==> config.mk <==
export PLATFORM = sky130hd
export DESIGN_NAME = traffic_light_ctrl
export DESIGN_NICKNAME = d
export VERILOG_FILES = /design/src/rtl/traffic_pkg.sv /design/src/rtl/phase_timer.sv /design/src/rtl/traffic_light_ctrl.sv
export SDC_FILE = /design/constraint.sdc
export NUM_CORES = 1
export LEC_CHECK = 0
export BUFFER_PORTS_ARGS = -buffer_cell sky130_fd_sc_hd__buf_2
export CORE_ASPECT_RATIO = 0.8
export CORE_MARGIN = 5
export CORE_UTILIZATION = 35
export DETAILED_ROUTE_END_ITERATION = 7
export GPL_ROUTABILITY_DRIVEN = 0
export PLACE_DENSITY = 0.6
export SETUP_SLACK_MARGIN = 0.4
export SLEW_MARGIN = 30
export SYNTH_ARGS = -nofsm -noshare
export SYNTH_HDL_FRONTEND = slang
export SYNTH_SLANG_ARGS = --single-unit
==> constraint.sdc <==
create_clock -name clk -period 1.8 [get_ports clk]
set_input_delay 0.36 -clock clk [delete_from_list [all_inputs] [get_ports clk]]
set_output_delay 0.36 -clock clk [all_outputs]
set_load 0.02 [all_outputs]
==> src/rtl/traffic_pkg.sv <==
`default_nettype none
// ============================================================================
// Module   : traffic_pkg
// Brief    : Shared phase encoding, lamp codes and helpers for the
//            two-road intersection controller.
// Revision : 1.0 - initial release
// ============================================================================
package traffic_pkg;

    typedef enum logic [2:0] {
        S_MAIN_G = 3'd0,
        S_MAIN_Y = 3'd1,
        S_RED_MS = 3'd2,
        S_SIDE_G = 3'd3,
        S_SIDE_Y = 3'd4,
        S_RED_SM = 3'd5,
        S_FLASH  = 3'd6
    } phase_e;

    // Lamp vectors are ordered {R,Y,G}
    localparam logic [2:0] LAMP_R   = 3'b100;
    localparam logic [2:0] LAMP_Y   = 3'b010;
    localparam logic [2:0] LAMP_G   = 3'b001;
    localparam logic [2:0] LAMP_OFF = 3'b000;

    function automatic int max4(input int a, input int b, input int c, input int d);
        int m;
        m = a;
        if (b > m) m = b;
        if (c > m) m = c;
        if (d > m) m = d;
        return m;
    endfunction

endpackage
`default_nettype wire

==> src/rtl/phase_timer.sv <==
`default_nettype none
// ============================================================================
// Module   : phase_timer
// Brief    : Loadable seconds down-counter; load beats decrement, holds at 0.
// Revision : 1.0 - initial release
// ============================================================================
module phase_timer #(
    parameter int              CW      = 5,
    parameter logic [CW-1:0]   RST_VAL = '0
) (
    input  logic          clk,
    input  logic          rst_n,
    input  logic          load,
    input  logic [CW-1:0] load_val,
    input  logic          en,
    output logic [CW-1:0] count,
    output logic          last
);

    logic [CW-1:0] r_count;

    always_ff @(posedge clk or negedge rst_n) begin
        if (!rst_n) begin
            r_count <= RST_VAL;
        end else if (load) begin
            r_count <= load_val;
        end else if (en && (r_count != '0)) begin
            r_count <= r_count - 1'b1;
        end
    end

    assign count = r_count;
    assign last  = (r_count == '0);

endmodule
`default_nettype wire

==> src/rtl/traffic_light_ctrl.sv <==
`default_nettype none
// ============================================================================
// Module   : traffic_light_ctrl
// Brief    : Main/side intersection sequencer with request latch, seconds
//            countdown and flash override.
// Revision : 1.0 - initial release
// ============================================================================
module traffic_light_ctrl
    import traffic_pkg::*;
#(
    parameter int pGREEN_MAIN = 30,
    parameter int pGREEN_SIDE = 20,
    parameter int pYELLOW     = 3,
    parameter int pALL_RED    = 1,
    // Derived width; not meant to be overridden
    parameter int CW          = $clog2(max4(pGREEN_MAIN, pGREEN_SIDE, pYELLOW, pALL_RED) + 1)
) (
    input  logic          clk,
    input  logic          rst_n,
    input  logic          tick,
    input  logic          side_req,
    input  logic          flash,
    output logic [2:0]    main_lamp,
    output logic [2:0]    side_lamp,
    output logic [2:0]    phase,
    output logic [CW-1:0] count,
    output logic          phase_change
);

    localparam int            C_DUR_MAX     = (2 ** CW) - 1;
    localparam logic [CW-1:0] c_main_g_load = CW'(pGREEN_MAIN - 1);
    localparam logic [CW-1:0] c_side_g_load = CW'(pGREEN_SIDE - 1);
    localparam logic [CW-1:0] c_yellow_load = CW'(pYELLOW - 1);
    localparam logic [CW-1:0] c_red_load    = CW'(pALL_RED - 1);

    if (pGREEN_MAIN < 1 || pGREEN_MAIN > C_DUR_MAX ||
        pGREEN_SIDE < 1 || pGREEN_SIDE > C_DUR_MAX ||
        pYELLOW     < 1 || pYELLOW     > C_DUR_MAX ||
        pALL_RED    < 1 || pALL_RED    > C_DUR_MAX) begin : g_bad_duration
        $error("traffic_light_ctrl: every phase duration must be in 1..2^CW-1");
    end

    phase_e        r_state;
    phase_e        w_state_next;
    logic          r_req_pending;
    logic          r_blink;
    logic          r_phase_change;
    logic          w_load;
    logic [CW-1:0] w_load_val;
    logic          w_last;
    logic          w_enter_side_g;
    logic          w_enter_flash;

    phase_timer #(
        .CW      (CW),
        .RST_VAL (c_red_load)
    ) u_timer (
        .clk      (clk),
        .rst_n    (rst_n),
        .load     (w_load),
        .load_val (w_load_val),
        .en       (tick),
        .count    (count),
        .last     (w_last)
    );

    always_ff @(posedge clk or negedge rst_n) begin
        if (!rst_n) begin
            r_state <= S_RED_SM;
        end else begin
            r_state <= w_state_next;
        end
    end

    // Flash wins over every timed transition; leaving flash always clears through all-red
    always_comb begin
        w_state_next = r_state;
        if (flash) begin
            w_state_next = S_FLASH;
        end else begin
            case (r_state)
                S_MAIN_G: if (tick && w_last && r_req_pending) w_state_next = S_MAIN_Y;
                S_MAIN_Y: if (tick && w_last) w_state_next = S_RED_MS;
                S_RED_MS: if (tick && w_last) w_state_next = S_SIDE_G;
                S_SIDE_G: if (tick && w_last) w_state_next = S_SIDE_Y;
                S_SIDE_Y: if (tick && w_last) w_state_next = S_RED_SM;
                S_RED_SM: if (tick && w_last) w_state_next = S_MAIN_G;
                S_FLASH:  w_state_next = S_RED_SM;
                default:  w_state_next = S_RED_SM;
            endcase
        end
    end

    assign w_load         = (w_state_next != r_state);
    assign w_enter_side_g = w_load && (w_state_next == S_SIDE_G);
    assign w_enter_flash  = w_load && (w_state_next == S_FLASH);

    always_comb begin
        w_load_val = '0;
        case (w_state_next)
            S_MAIN_G:           w_load_val = c_main_g_load;
            S_MAIN_Y, S_SIDE_Y: w_load_val = c_yellow_load;
            S_RED_MS, S_RED_SM: w_load_val = c_red_load;
            S_SIDE_G:           w_load_val = c_side_g_load;
            default:            w_load_val = '0;
        endcase
    end

    // Clear on side-green entry beats a same-edge request
    always_ff @(posedge clk or negedge rst_n) begin
        if (!rst_n) begin
            r_req_pending <= 1'b0;
        end else if (w_enter_side_g) begin
            r_req_pending <= 1'b0;
        end else if (side_req) begin
            r_req_pending <= 1'b1;
        end
    end

    always_ff @(posedge clk or negedge rst_n) begin
        if (!rst_n) begin
            r_blink <= 1'b1;
        end else if (w_enter_flash) begin
            r_blink <= 1'b1;
        end else if ((r_state == S_FLASH) && tick) begin
            r_blink <= ~r_blink;
        end
    end

    always_ff @(posedge clk or negedge rst_n) begin
        if (!rst_n) begin
            r_phase_change <= 1'b0;
        end else begin
            r_phase_change <= w_load;
        end
    end

    always_comb begin
        main_lamp = LAMP_R;
        side_lamp = LAMP_R;
        case (r_state)
            S_MAIN_G: main_lamp = LAMP_G;
            S_MAIN_Y: main_lamp = LAMP_Y;
            S_SIDE_G: side_lamp = LAMP_G;
            S_SIDE_Y: side_lamp = LAMP_Y;
            S_FLASH: begin
                main_lamp = r_blink ? LAMP_Y : LAMP_OFF;
                side_lamp = r_blink ? LAMP_R : LAMP_OFF;
            end
            default: begin
                main_lamp = LAMP_R;
                side_lamp = LAMP_R;
            end
        endcase
    end

    assign phase        = r_state;
    assign phase_change = r_phase_change;

endmodule
`default_nettype wire

Word-level counts from Yosys, hierarchy flattened
Cells that the tools add are included.
- bits of input ports: 5
- flip-flop bits (word level): 11
- ROM bits: 0
- bits in writable memories: 0
- word-level logic and storage cells: 51
- memories kept: 0
- bits in latches: 0
- output and inout bits: 15
- div/mod/pow operators: 0
- add/subtract/negate cells: 1
- eq/ne operators: 11
- bitwise logic cells: 1
- reductions and logical operators: 14
- shift operators: 0
- magnitude comparators: 0
- mux-type cells: 19
- $mul: 0
- operators with widths (kind ; count):
    $mux 3 ; 8
    $pmux 3 s3 ; 2
    $pmux 3 s6 ; 1
    $eq 3x3->1 const B ; 5
    $pmux 5 s3 ; 1
    $mux 5 ; 2
    $eq 3x2->1 const B ; 3
    $eq 3x1->1 const B ; 2
    $logic_and 1x1->1 ; 6
    $logic_not 3->1 ; 2
    $reduce_bool 2->1 ; 3
    $logic_not 5->1 ; 1
    $reduce_bool 5->1 ; 1
    $sub 5x1->5 const B ; 1
    $mux 1 ; 4
    $ne 3x3->1 ; 1
    $mux 2 ; 1
    $reduce_or 2->1 ; 1
    $not 1->1 ; 1

Logic depth before layout (Yosys ltp)
Gate-level depths: netlist of the first run.
- depth in word-level cells: 10
- gate-level depth with buffers: 7
- mapped depth without buffers: 7

Modules after synthesis
Synthesis of the first run repeated with hierarchy kept, for this count alone.
- cell total of the unflattened synthesis: 96
- area total of the unflattened synthesis: 804.5 sq um
- by module, submodules not included (module ; sequential area each (sq um) ; instances ; area an instance (sq um) ; cells each):
    traffic_light_ctrl ; 153.9 ; 1 ; 500.5 ; 64
    phase_timer ; 125.1 ; 1 ; 304.0 ; 32

Worst setup path before layout of the first run
Ideal clock, no wire load.
- path kind: flip-flop to flip-flop
- from: reg u_timer.r_count[0] (netlist: u_timer.count[0])
- to: reg u_timer.r_count[2] (netlist: u_timer.count[2])
- data required time: 1.733 ns
- clock period less this slack: 2.012 ns
- buffers on the path: 0
- data arrival time: 1.945 ns
- cell stages (with the launch flop): 8
- setup slack: -0.212 ns
- setup time: 0.067 ns
- cell sequence: dfrtp_1 inv_1 ha_1 or4b_4 o21a_1 a31oi_4 a21o_4 o2111a_1
- elaborated cells on any way between the ends: 24
- those cells by class: add/sub (1); eq/ne (4); mux (11); reduce/logical (8)
- RTL lines (what ; line ; text):
    from (decl) ; phase_timer.sv:20 ; logic [CW-1:0] r_count;
    from (signal assigned) ; phase_timer.sv:26 ; r_count <= load_val;
    from (signal assigned) ; phase_timer.sv:28 ; r_count <= r_count - 1'b1;
    $logic_not 5->1 * ; phase_timer.sv:33 ; assign last = (r_count == '0);
    $logic_and 1x1->1 * ; n/a ;
    $logic_and 1x1->1 ; traffic_light_ctrl.sv:82 ; S_MAIN_G: if (tick && w_last && r_req_pending) w_state_next = S_MAIN_Y;
    $mux 3 ; traffic_light_ctrl.sv:82 ;
    $pmux 3 s6 * ; traffic_light_ctrl.sv:81 ; case (r_state)
    $mux 3 * ; traffic_light_ctrl.sv:78 ; if (flash) begin
    $ne 3x3->1 * ; traffic_light_ctrl.sv:94 ; assign w_load = (w_state_next != r_state);
    via u_timer.load ; phase_timer.sv:13 ; input logic load,
    $mux 5 or $reduce_bool 2->1 (tied branches) ; n/a ;
The timed path passes the listed nets; every way through them passes the cells marked *. The select of a mux whose other input is x is not followed.
A chain may end at the register's enable or synchronous reset.

Worst setup path after layout of the first run
- from: reg u_timer.r_count[1] (netlist: u_timer.count[1])
- to: reg u_timer.r_count[4] (netlist: u_timer.count[4])
- cells in the longest elaborated chain, start to end: 10
- elaborated cells on any way between the ends: 24
- those cells by class: add/sub (1); eq/ne (4); mux (11); reduce/logical (8)
- RTL lines (what ; line ; text):
    $logic_not 5->1 ; phase_timer.sv:33 ;
    $logic_and 1x1->1 ; n/a ;
    $logic_and 1x1->1 ; traffic_light_ctrl.sv:82 ;
    $mux 3 ; traffic_light_ctrl.sv:82 ;
    $pmux 3 s6 ; traffic_light_ctrl.sv:81 ;
    $mux 3 ; traffic_light_ctrl.sv:78 ;
    $eq 3x1->1 or $eq 3x3->1 (tied branches) ; traffic_light_ctrl.sv:100 ; case (w_state_next)
    $reduce_or 2->1 ; traffic_light_ctrl.sv:100 ;
    $pmux 5 s3 ; traffic_light_ctrl.sv:100 ;
    $mux 5 ; phase_timer.sv:25 ; end else if (load) begin
Parallel ways exist; a longest one is shown, timed or not. The select of a mux whose other input is x is not followed.

==> results of run 1 <==
## per-stage QoR
step	hold WS (ns)	instance area, um^2	setup TNS (ns)	total power, mW
2_1_floorplan	0.0644	867	-0.371	1.16
3_3_place_gp	0.253	1110	-0.207	1.65
3_5_place_dp	0.251	1110	-0.305	1.67
4_1_cts	0.279	1370	-0.379	2.06
5_1_grt	0.280	1460	-0.889	2.39
6_report	0.284	1460	-0.443	2.24
## path summary, 6_finish.rpt
| kind | startpoint | end | slack (ns) |
|---|---|---|---|
| worst max-delay path | u_timer.count[1] | u_timer.count[4] | -0.11 |
| worst min-delay path | side_req | r_req_pending | 0.28 |
| worst max register to register | u_timer.count[1] | u_timer.count[4] | -0.11 |
| worst min register to register | r_req_pending | r_req_pending | 0.56 |
| max in group asynchronous | rst_n | phase[0] | 1.03 |
| min in group asynchronous | rst_n | phase[1] | 0.49 |
## state kept, by name (all words and copies together) (netlist names)
signal	flops
phase_change	1
u_timer.count	5
r_blink	1
phase	3
r_req_pending	1
## cell usage in the layout, fill, tap and decap left out, types with 2 or more instances in the layout
cell / n
sky130_fd_sc_hd__o21a_1: 2
sky130_fd_sc_hd__nor2_4: 2
sky130_fd_sc_hd__clkbuf_4: 3
sky130_fd_sc_hd__buf_6: 21
sky130_fd_sc_hd__inv_1: 2
sky130_fd_sc_hd__a31oi_1: 3
sky130_fd_sc_hd__nor2_2: 2
sky130_fd_sc_hd__nand3_1: 2
sky130_fd_sc_hd__nor4b_2: 2
sky130_fd_sc_hd__o2111a_1: 2
sky130_fd_sc_hd__buf_8: 2
sky130_fd_sc_hd__and3_4: 2
sky130_fd_sc_hd__a21oi_1: 4
sky130_fd_sc_hd__nand2_1: 5
sky130_fd_sc_hd__nor3_1: 4
sky130_fd_sc_hd__o22a_1: 2
sky130_fd_sc_hd__buf_4: 28
sky130_fd_sc_hd__buf_2: 7
sky130_fd_sc_hd__dfrtp_1: 6
sky130_fd_sc_hd__dfrtp_2: 2
sky130_fd_sc_hd__dfstp_2: 3
sky130_fd_sc_hd__inv_2: 2
sky130_fd_sc_hd__nor3_4: 2
## what timing repair did
item / 4_1_cts / 5_1_grt
hold buffers: 1 / 0
setup endpoints to repair: 18 / 22
hold endpoints to repair: 8 / 0
buffers inserted: 15 / 5
gates resized for setup: 34 / 15
pin swaps: 6 / 5
## power groups by stage
stage               combinational, mW  sequential (mW)  clock (mW)
global placement                 1.22            0.421           0
floorplan                       0.634            0.527           0
CTS                              1.46            0.419       0.182
global route                     1.75            0.442       0.197
finish                           1.64            0.428       0.175
detailed placement               1.24            0.422           0
## routing by layer
metal	up-vias	wire length [um]	track usage, %
li1	441	-	-
met4	0	29	4.24
met1	453	1210	23.2
met2	21	1290	29.5
met3	4	163	4.97
met5	-	0	0
## cell type report
cell class / instances / area [um^2] / area share [%]
clock buffers: 4 / 26.3 / 1.79
flip-flops and latches: 11 / 282 / 19.2
well taps: 25 / 31.3 / 2.14
repair buffers: 60 / 542 / 37.0
inverters: 5 / 26.3 / 1.79
multi-input cells: 64 / 557 / 38.0
## cell families after synthesis
family / Yosys count / share of synthesized area (%)
simple gates: 34 / 24.9
compound gates: 25 / 26.5
flops: 11 / 36.3
buf+inv: 9 / 5.53
xor+xnor: 2 / 2.28
fa+ha+maj: 2 / 3.25
mux: 1 / 1.30
==> impl_results.html, run 1 <==
<table>
<tr><th>Metric</th><th>Value</th></tr>
<tr><th colspan="2">Synthesis</th></tr>
<tr><td>FF+latch count, synth</td><td>11</td></tr>
<tr><td>Top post-synthesis cells by area</td><td>sky130_fd_sc_hd__dfrtp_1 (26%), sky130_fd_sc_hd__dfstp_2 (10%), sky130_fd_sc_hd__nor3_1 (3.9%)</td></tr>
<tr><td>Most used flip-flop cell after synthesis</td><td>sky130_fd_sc_hd__dfrtp_1</td></tr>
<tr><td>Proportion of synthesized chip area in sequential cells</td><td>36.3%</td></tr>
<tr><td>Number of synthesized flops with an enable pin</td><td>0</td></tr>
<tr><td>Most numerous cell in the Yosys netlist</td><td>sky130_fd_sc_hd__dfrtp_1</td></tr>
<tr><td>Ranking of synthesized cells by instance count</td><td>sky130_fd_sc_hd__dfrtp_1 (8), sky130_fd_sc_hd__nand2_1 (7), sky130_fd_sc_hd__nor3_1 (6)</td></tr>
<tr><td>Cell area after technology mapping</td><td>769 um^2</td></tr>
<tr><td>Post-synth ARST share</td><td>100%</td></tr>
<tr><td>Post-Synthesis Cells</td><td>84</td></tr>
<tr><td>Synth top area share</td><td>26.0%</td></tr>
<tr><td>Yosys Warn Count</td><td>0</td></tr>
<tr><td>Synth unique cells</td><td>40</td></tr>
<tr><td>Biggest area consumer among synthesized cells</td><td>sky130_fd_sc_hd__dfrtp_1</td></tr>
<tr><td>Synth Net Count</td><td>91</td></tr>
<tr><td>Average cell area after synthesis</td><td>9.16 um^2</td></tr>
<tr><th colspan="2">Flow run</th></tr>
<tr><td>Maxcap violations</td><td>0</td></tr>
<tr><th colspan="2">Cells and area</th></tr>
<tr><td>Ratio of cells with drive above 1 in the final layout</td><td>63.2%</td></tr>
<tr><td>Net total in the final layout</td><td>152</td></tr>
<tr><td>Number of antenna repair diodes</td><td>0</td></tr>
<tr><td>Post-Layout Cell Count</td><td>169</td></tr>
<tr><td>Final core area utilization</td><td>69.0%</td></tr>
<tr><td>Layout overhead on the synthesized area</td><td>90.2%</td></tr>
<tr><td>Layout filler cell count</td><td>150</td></tr>
<tr><th colspan="2">Detailed routing</th></tr>
<tr><td># DRC</td><td>0</td></tr>
<tr><td>Wire length after detailed routing</td><td>2.69 mm</td></tr>
<tr><td>Routed via count divided by cell count</td><td>5.44</td></tr>
<tr><td>Average wire per cell in the routed design</td><td>15.9 um</td></tr>
<tr><td>DRC violation total after the first TritonRoute iteration</td><td>42</td></tr>
<tr><td>DR vias</td><td>919</td></tr>
<tr><td>Antenna-violating nets left</td><td>0</td></tr>
<tr><td>Number of detailed-routing iterations run before antenna repair</td><td>4</td></tr>
<tr><th colspan="2">Floorplanning</th></tr>
<tr><td>Starting utilization of the core area</td><td>36.3%</td></tr>
<tr><td>Core ar.</td><td>2120 um^2</td></tr>
<tr><td>Y dimension of the die</td><td>51.9 um</td></tr>
<tr><td>Die extent in x</td><td>62.4 um</td></tr>
<tr><td>Die area</td><td>3240 um^2</td></tr>
<tr><td>Top-Level Pins</td><td>20</td></tr>
<tr><td>Total number of placement rows</td><td>15</td></tr>
<tr><th colspan="2">Global routing</th></tr>
<tr><td>Global-route wire length before repair</td><td>4.57 mm</td></tr>
<tr><td>Overflow left after global routing</td><td>0</td></tr>
<tr><td>Largest net degree at the start of global routing</td><td>12</td></tr>
<tr><td>GRT Overall Usage</td><td>17.8%</td></tr>
<tr><td>Vias in the first global route</td><td>957</td></tr>
<tr><td>Antenna violations before repair</td><td>0</td></tr>
<tr><th colspan="2">Worst setup path</th></tr>
<tr><td>Capturing element type of the critical path</td><td>flip-flop</td></tr>
<tr><td>Crit path depth</td><td>8</td></tr>
<tr><td>Max Fanout on Critical Path</td><td>2</td></tr>
<tr><td>Sort of element at the start of the critical path</td><td>flip-flop</td></tr>
<tr><td>Largest stage delay on the critical path</td><td>0.46 ns</td></tr>
<tr><td>Type of the setup path with the least slack</td><td>flip-flop to flip-flop</td></tr>
<tr><td>Count of buffer and inverter cells on the critical path</td><td>2</td></tr>
<tr><td>Arrival time of data at the critical path endpoint</td><td>2.08 ns</td></tr>
<tr><td>Data required time of the worst path</td><td>1.96 ns</td></tr>
<tr><td>Slowest stage cell on the critical path</td><td>sky130_fd_sc_hd__or4b_4</td></tr>
<tr><td>Sequence of cells on the critical path</td><td>inv_2 -&gt; ha_4 -&gt; or4b_4 -&gt; o21a_1 -&gt; buf_4 -&gt; nand4_1 -&gt; o211ai_1 -&gt; o2bb2ai_1</td></tr>
<tr><td>Worst Reg-to-Reg Cells</td><td>8</td></tr>
<tr><td>Largest delay share family, worst path</td><td>simple AND/OR/NAND/NOR gates</td></tr>
<tr><th colspan="2">Place</th></tr>
<tr><td>Number of instances in the placed design</td><td>144</td></tr>
<tr><td>Count of input and output buffers</td><td>19</td></tr>
<tr><td>Pre-CTS worst setup slack</td><td>-0.104 ns</td></tr>
<tr><td>Detailed placer's ending HPWL</td><td>1.71 mm</td></tr>
<tr><th colspan="2">Power and ir drop</th></tr>
<tr><td>Design internal power</td><td>1.32 mW</td></tr>
<tr><td>Standby leakage power</td><td>0.657 nW</td></tr>
<tr><td>Clock network fraction of total power</td><td>7.8%</td></tr>
<tr><td>Power density cells</td><td>1530 nW/um^2</td></tr>
<tr><td>Power spent charging and discharging nets</td><td>0.920 mW</td></tr>
<tr><td>Part of the power in registers</td><td>19.1%</td></tr>
<tr><td>Part of the total power dissipated in combinational logic</td><td>73.1%</td></tr>
<tr><td>Maximum VDD drop</td><td>1.00 mV</td></tr>
<tr><td>Switching portion of total power</td><td>41.1%</td></tr>
<tr><th colspan="2">Clock network</th></tr>
<tr><td>Number of buffers created by CTS</td><td>3</td></tr>
<tr><td>CTS H-Tree Depth</td><td>1</td></tr>
<tr><td>Clk Tree Root Cell</td><td>sky130_fd_sc_hd__clkbuf_4</td></tr>
<tr><td>Deepest clock path buffer count</td><td>2</td></tr>
<tr><td>Number of sinks handled by clock tree synthesis</td><td>11</td></tr>
<tr><td>Clock slew seen by the registers of the worst setup and hold paths</td><td>0.07 ns</td></tr>
<tr><td>Clock network latency to the later pin of the worst-skew pair</td><td>0.28 ns</td></tr>
<tr><td>CTS tree</td><td>yes</td></tr>
<tr><th colspan="2">Timing</th></tr>
<tr><td>Setup repair after global routing missed its margin</td><td>yes</td></tr>
<tr><td>Number of setup violations in the final report</td><td>6</td></tr>
<tr><td>Transition time at the pin with the least slew margin</td><td>0.570 ns</td></tr>
<tr><td>Final critical-path setup slack</td><td>-0.114 ns</td></tr>
<tr><td>Post-Route Skew</td><td>0.00426 ns</td></tr>
<tr><td>Maximum operating frequency</td><td>523 MHz</td></tr>
<tr><td>Share of the cycle needed by the critical path after routing</td><td>106%</td></tr>
<tr><td>Pins over their slew limit</td><td>0</td></tr>
<tr><td>Final critical-path required period</td><td>1.91 ns</td></tr>
<tr><td>Number of hold-slack violations in the final timing report</td><td>0</td></tr>
<tr><td>Worst slew margin</td><td>61.4%</td></tr>
<tr><th colspan="2">Run status</th></tr>
<tr><td>Violations in the final reports</td><td>negative setup slack</td></tr>
<tr><td>Status</td><td>finished with violations</td></tr>
<tr><th colspan="2">Min path</th></tr>
<tr><td>Hold Crit Class</td><td>input port to flip-flop</td></tr>
<tr><td>Cell count of the worst hold path</td><td>2</td></tr>
</table>
(Power assumes the default switching activity.)
==> run 2, diff against run 1 <==
- PLACE_DENSITY: 0.6 -> 0.58
- clock period: 1.8 -> 2.46 ns (I/O delays scaled with it)
==> run 2 against run 1 <==
  * Highest routed layer unchanged
  * Combinational power is 54% lower
  * Final area is 32% lower
  * Die area stayed put
  * Count of clock-buffer cells in the layout stayed put
  * Cell count is 20% lower
  * Total power is 46% lower
  * The run now ends clean
  * Global-route usage is 6.0 points lower
  * Via count is 15% lower
  * Sequential power is 20% lower
  * Critical endpoint is now u_timer.count[3]
  * Sequential share of layout area is 8.6 points higher
==> impl_results.html, run 2 (synthesized netlist as in run 1, its figures left out) <==
<table>
<tr><th>Metric</th><th>Value</th></tr>
<tr><th colspan="2">Cells and area</th></tr>
<tr><td>Number of antenna repair diodes</td><td>0</td></tr>
<tr><td>Leading cell types in the layout, fill and taps excluded</td><td>sky130_fd_sc_hd__buf_2 (19), sky130_fd_sc_hd__dfrtp_1 (8), sky130_fd_sc_hd__buf_4 (8), sky130_fd_sc_hd__nand2_1 (7), sky130_fd_sc_hd__nor3_1 (6)</td></tr>
<tr><td>Largest register FFs</td><td>5</td></tr>
<tr><td>Ratio of cells with drive above 1 in the final layout</td><td>40.5%</td></tr>
<tr><td>Leading cell type in the layout, fill and taps excluded</td><td>sky130_fd_sc_hd__buf_2</td></tr>
<tr><td>Net total in the final layout</td><td>119</td></tr>
<tr><td>Layout overhead on the synthesized area</td><td>30.1%</td></tr>
<tr><th colspan="2">Floorplanning</th></tr>
<tr><td>Starting utilization of the core area</td><td>36.3%</td></tr>
<tr><td>Die extent in x</td><td>62.4 um</td></tr>
<tr><td>Top-Level Pins</td><td>20</td></tr>
<tr><td>Core ar.</td><td>2120 um^2</td></tr>
<tr><td>Y dimension of the die</td><td>51.9 um</td></tr>
<tr><td>Total number of placement rows</td><td>15</td></tr>
<tr><td>Die area</td><td>3240 um^2</td></tr>
<tr><th colspan="2">Timing</th></tr>
<tr><td>Final critical-path required period</td><td>2.02 ns</td></tr>
<tr><td>Maximum operating frequency</td><td>496 MHz</td></tr>
<tr><td>Worst slew margin</td><td>66.5%</td></tr>
<tr><td>Post-Route Skew</td><td>0.00140 ns</td></tr>
<tr><td>Number of hold-slack violations in the final timing report</td><td>0</td></tr>
<tr><td>Sum of negative setup slack</td><td>0 ns</td></tr>
<tr><td>Worst hold slack across all endpoints</td><td>0.0858 ns</td></tr>
<tr><td>Share of the cycle needed by the critical path after routing</td><td>82.0%</td></tr>
<tr><td>Setup repair after global routing missed its margin</td><td>no</td></tr>
<tr><td>Transition time at the pin with the least slew margin</td><td>0.495 ns</td></tr>
<tr><td>Pins over their slew limit</td><td>0</td></tr>
<tr><td>Number of setup violations in the final report</td><td>0</td></tr>
<tr><th colspan="2">Power and ir drop</th></tr>
<tr><td>Maximum VDD drop</td><td>0.587 mV</td></tr>
<tr><td>Part of the power in registers</td><td>28.2%</td></tr>
<tr><td>Switching portion of total power</td><td>45.8%</td></tr>
<tr><td>Part of the total power dissipated in combinational logic</td><td>61.5%</td></tr>
<tr><td>Power spent charging and discharging nets</td><td>0.559 mW</td></tr>
<tr><td>Standby leakage power</td><td>0.454 nW</td></tr>
<tr><td>Power density cells</td><td>1220 nW/um^2</td></tr>
<tr><td>Design internal power</td><td>0.661 mW</td></tr>
<tr><td>Clock network fraction of total power</td><td>10.3%</td></tr>
<tr><th colspan="2">Global routing</th></tr>
<tr><td>Global-route wire length before repair</td><td>3.06 mm</td></tr>
<tr><td>Largest net degree at the start of global routing</td><td>14</td></tr>
<tr><td>GRT Overall Usage</td><td>11.9%</td></tr>
<tr><td>Antenna violations before repair</td><td>0</td></tr>
<tr><td>Vias in the first global route</td><td>643</td></tr>
<tr><td>Overflow left after global routing</td><td>0</td></tr>
<tr><th colspan="2">Worst setup path</th></tr>
<tr><td>Sort of element at the start of the critical path</td><td>flip-flop</td></tr>
<tr><td>Data required time of the worst path</td><td>2.67 ns</td></tr>
<tr><td>Type of the setup path with the least slack</td><td>flip-flop to flip-flop</td></tr>
<tr><td>Max Fanout on Critical Path</td><td>6</td></tr>
<tr><td>Reg-to-reg setup timing slack</td><td>0.44 ns</td></tr>
<tr><td>Arrival time of data at the critical path endpoint</td><td>2.23 ns</td></tr>
<tr><td>Reg-to-reg critical path endpoint</td><td>u_timer.count[3]</td></tr>
<tr><td>Reg2reg start</td><td>u_timer.count[1]</td></tr>
<tr><td>Capturing element type of the critical path</td><td>flip-flop</td></tr>
<tr><td>Worst Reg-to-Reg Cells</td><td>7</td></tr>
<tr><th colspan="2">Detailed routing</th></tr>
<tr><td>Routed length on met2</td><td>997 um</td></tr>
<tr><td>Antenna-violating nets left</td><td>0</td></tr>
<tr><td>Average wire per cell in the routed design</td><td>15.3 um</td></tr>
<tr><td>DR vias</td><td>778</td></tr>
<tr><td>Uppermost layer routed</td><td>met4</td></tr>
<tr><td>Number of detailed-routing iterations run before antenna repair</td><td>4</td></tr>
<tr><td>DRC violation total after the first TritonRoute iteration</td><td>27</td></tr>
<tr><td>Routed wl met3</td><td>112 um</td></tr>
<tr><td>Wire length after detailed routing</td><td>2.08 mm</td></tr>
<tr><td># DRC</td><td>0</td></tr>
<tr><td>Routed via count divided by cell count</td><td>5.72</td></tr>
<tr><td>M1 WL</td><td>945 um</td></tr>
<tr><th colspan="2">Clock network</th></tr>
<tr><td>Clock slew seen by the registers of the worst setup and hold paths</td><td>0.07 ns</td></tr>
<tr><td>Clock network latency to the later pin of the worst-skew pair</td><td>0.27 ns</td></tr>
<tr><td>CTS tree</td><td>yes</td></tr>
<tr><td>Deepest clock path buffer count</td><td>2</td></tr>
<tr><td>CTS hold repair buffers</td><td>0</td></tr>
<tr><td>Clk Tree Root Cell</td><td>sky130_fd_sc_hd__clkbuf_4</td></tr>
<tr><td>CTS H-Tree Depth</td><td>1</td></tr>
<tr><td>Number of buffers created by CTS</td><td>3</td></tr>
<tr><td>Number of sinks handled by clock tree synthesis</td><td>11</td></tr>
<tr><th colspan="2">Min path</th></tr>
<tr><td>Hold Crit Class</td><td>input port to asynchronous set/reset pin</td></tr>
<tr><th colspan="2">Flow run</th></tr>
<tr><td>Maxcap violations</td><td>0</td></tr>
<tr><th colspan="2">Run status</th></tr>
<tr><td>Status</td><td>completed</td></tr>
<tr><th colspan="2">Place</th></tr>
<tr><td>Count of input and output buffers</td><td>19</td></tr>
<tr><td>Detailed placer's ending HPWL</td><td>1.38 mm</td></tr>
</table>
[run 2: layout make-up]
cell class,instances,area (um^2)
repair buffers,27,155
multi-input cells,64,490
flip-flops and latches,11,279
inverters,5,18.8
clock buffers,4,26.3
well taps,25,31.3
fillers,207,1120
[run 2: what timing repair did]
action | in CTS | in global routing
gates resized for setup | 2 | 7
buffers inserted | 0 | 7
pin swaps | 1 | 2
endpoints found under the setup margin | 3 | 6
[run 2: power groups by stage]
stage,Sequential [mW],Clock [mW],Combinational [mW]
CTS,0.340,0.131,0.599
finish,0.343,0.126,0.750
detailed placement,0.342,0,0.595
floorplan,0.377,0,0.407
global route,0.355,0.139,0.809
global placement,0.342,0,0.591
[run 2: metal layers]
layer / track usage (%) / vias up
met2: 18.4 / 25
met1: 16.2 / 371
met4: 2.12 / 0
met3: 3.89 / 4
li1: - / 378
met5: 0 / -
[run 2: stage by stage]
stage / std cells / instance area, um^2 / power (mW) / util, % / setup WS [ns]
3_3_place_gp: 125 / 883 / 0.933 / 41.7 / 0.453
4_1_cts: 129 / 915 / 1.07 / 43.1 / 0.408
5_1_grt: 136 / 1000 / 1.30 / 47.2 / 0.379
2_1_floorplan: 84 / 773 / 0.784 / - / 0.448
3_5_place_dp: 125 / 883 / 0.937 / 41.7 / 0.403
6_report: 136 / 1000 / 1.22 / 47.2 / 0.442
[run 2: worst max path at each step]
| stage | start | endpoint | depth (start not counted) |
|---|---|---|---|
| floorplan | u_timer.count[0] | u_timer.count[2] | 7 |
| global placement | u_timer.count[0] | u_timer.count[3] | 7 |
| detailed placement | u_timer.count[0] | u_timer.count[3] | 7 |
| CTS | phase[2] | main_lamp[1] | 4 |
| global route | u_timer.count[0] | u_timer.count[2] | 7 |
| finish | u_timer.count[1] | u_timer.count[3] | 7 |
[run 2: critical path: stages (launching register included)]
cell and delay, ns:
sky130_fd_sc_hd__dfrtp_1 0.42, sky130_fd_sc_hd__inv_2 0.09, sky130_fd_sc_hd__ha_4 0.12, sky130_fd_sc_hd__or4b_4 0.48, sky130_fd_sc_hd__o21a_4 0.23, sky130_fd_sc_hd__a31oi_4 0.27, sky130_fd_sc_hd__a21o_4 0.16, sky130_fd_sc_hd__o2111a_1 0.18
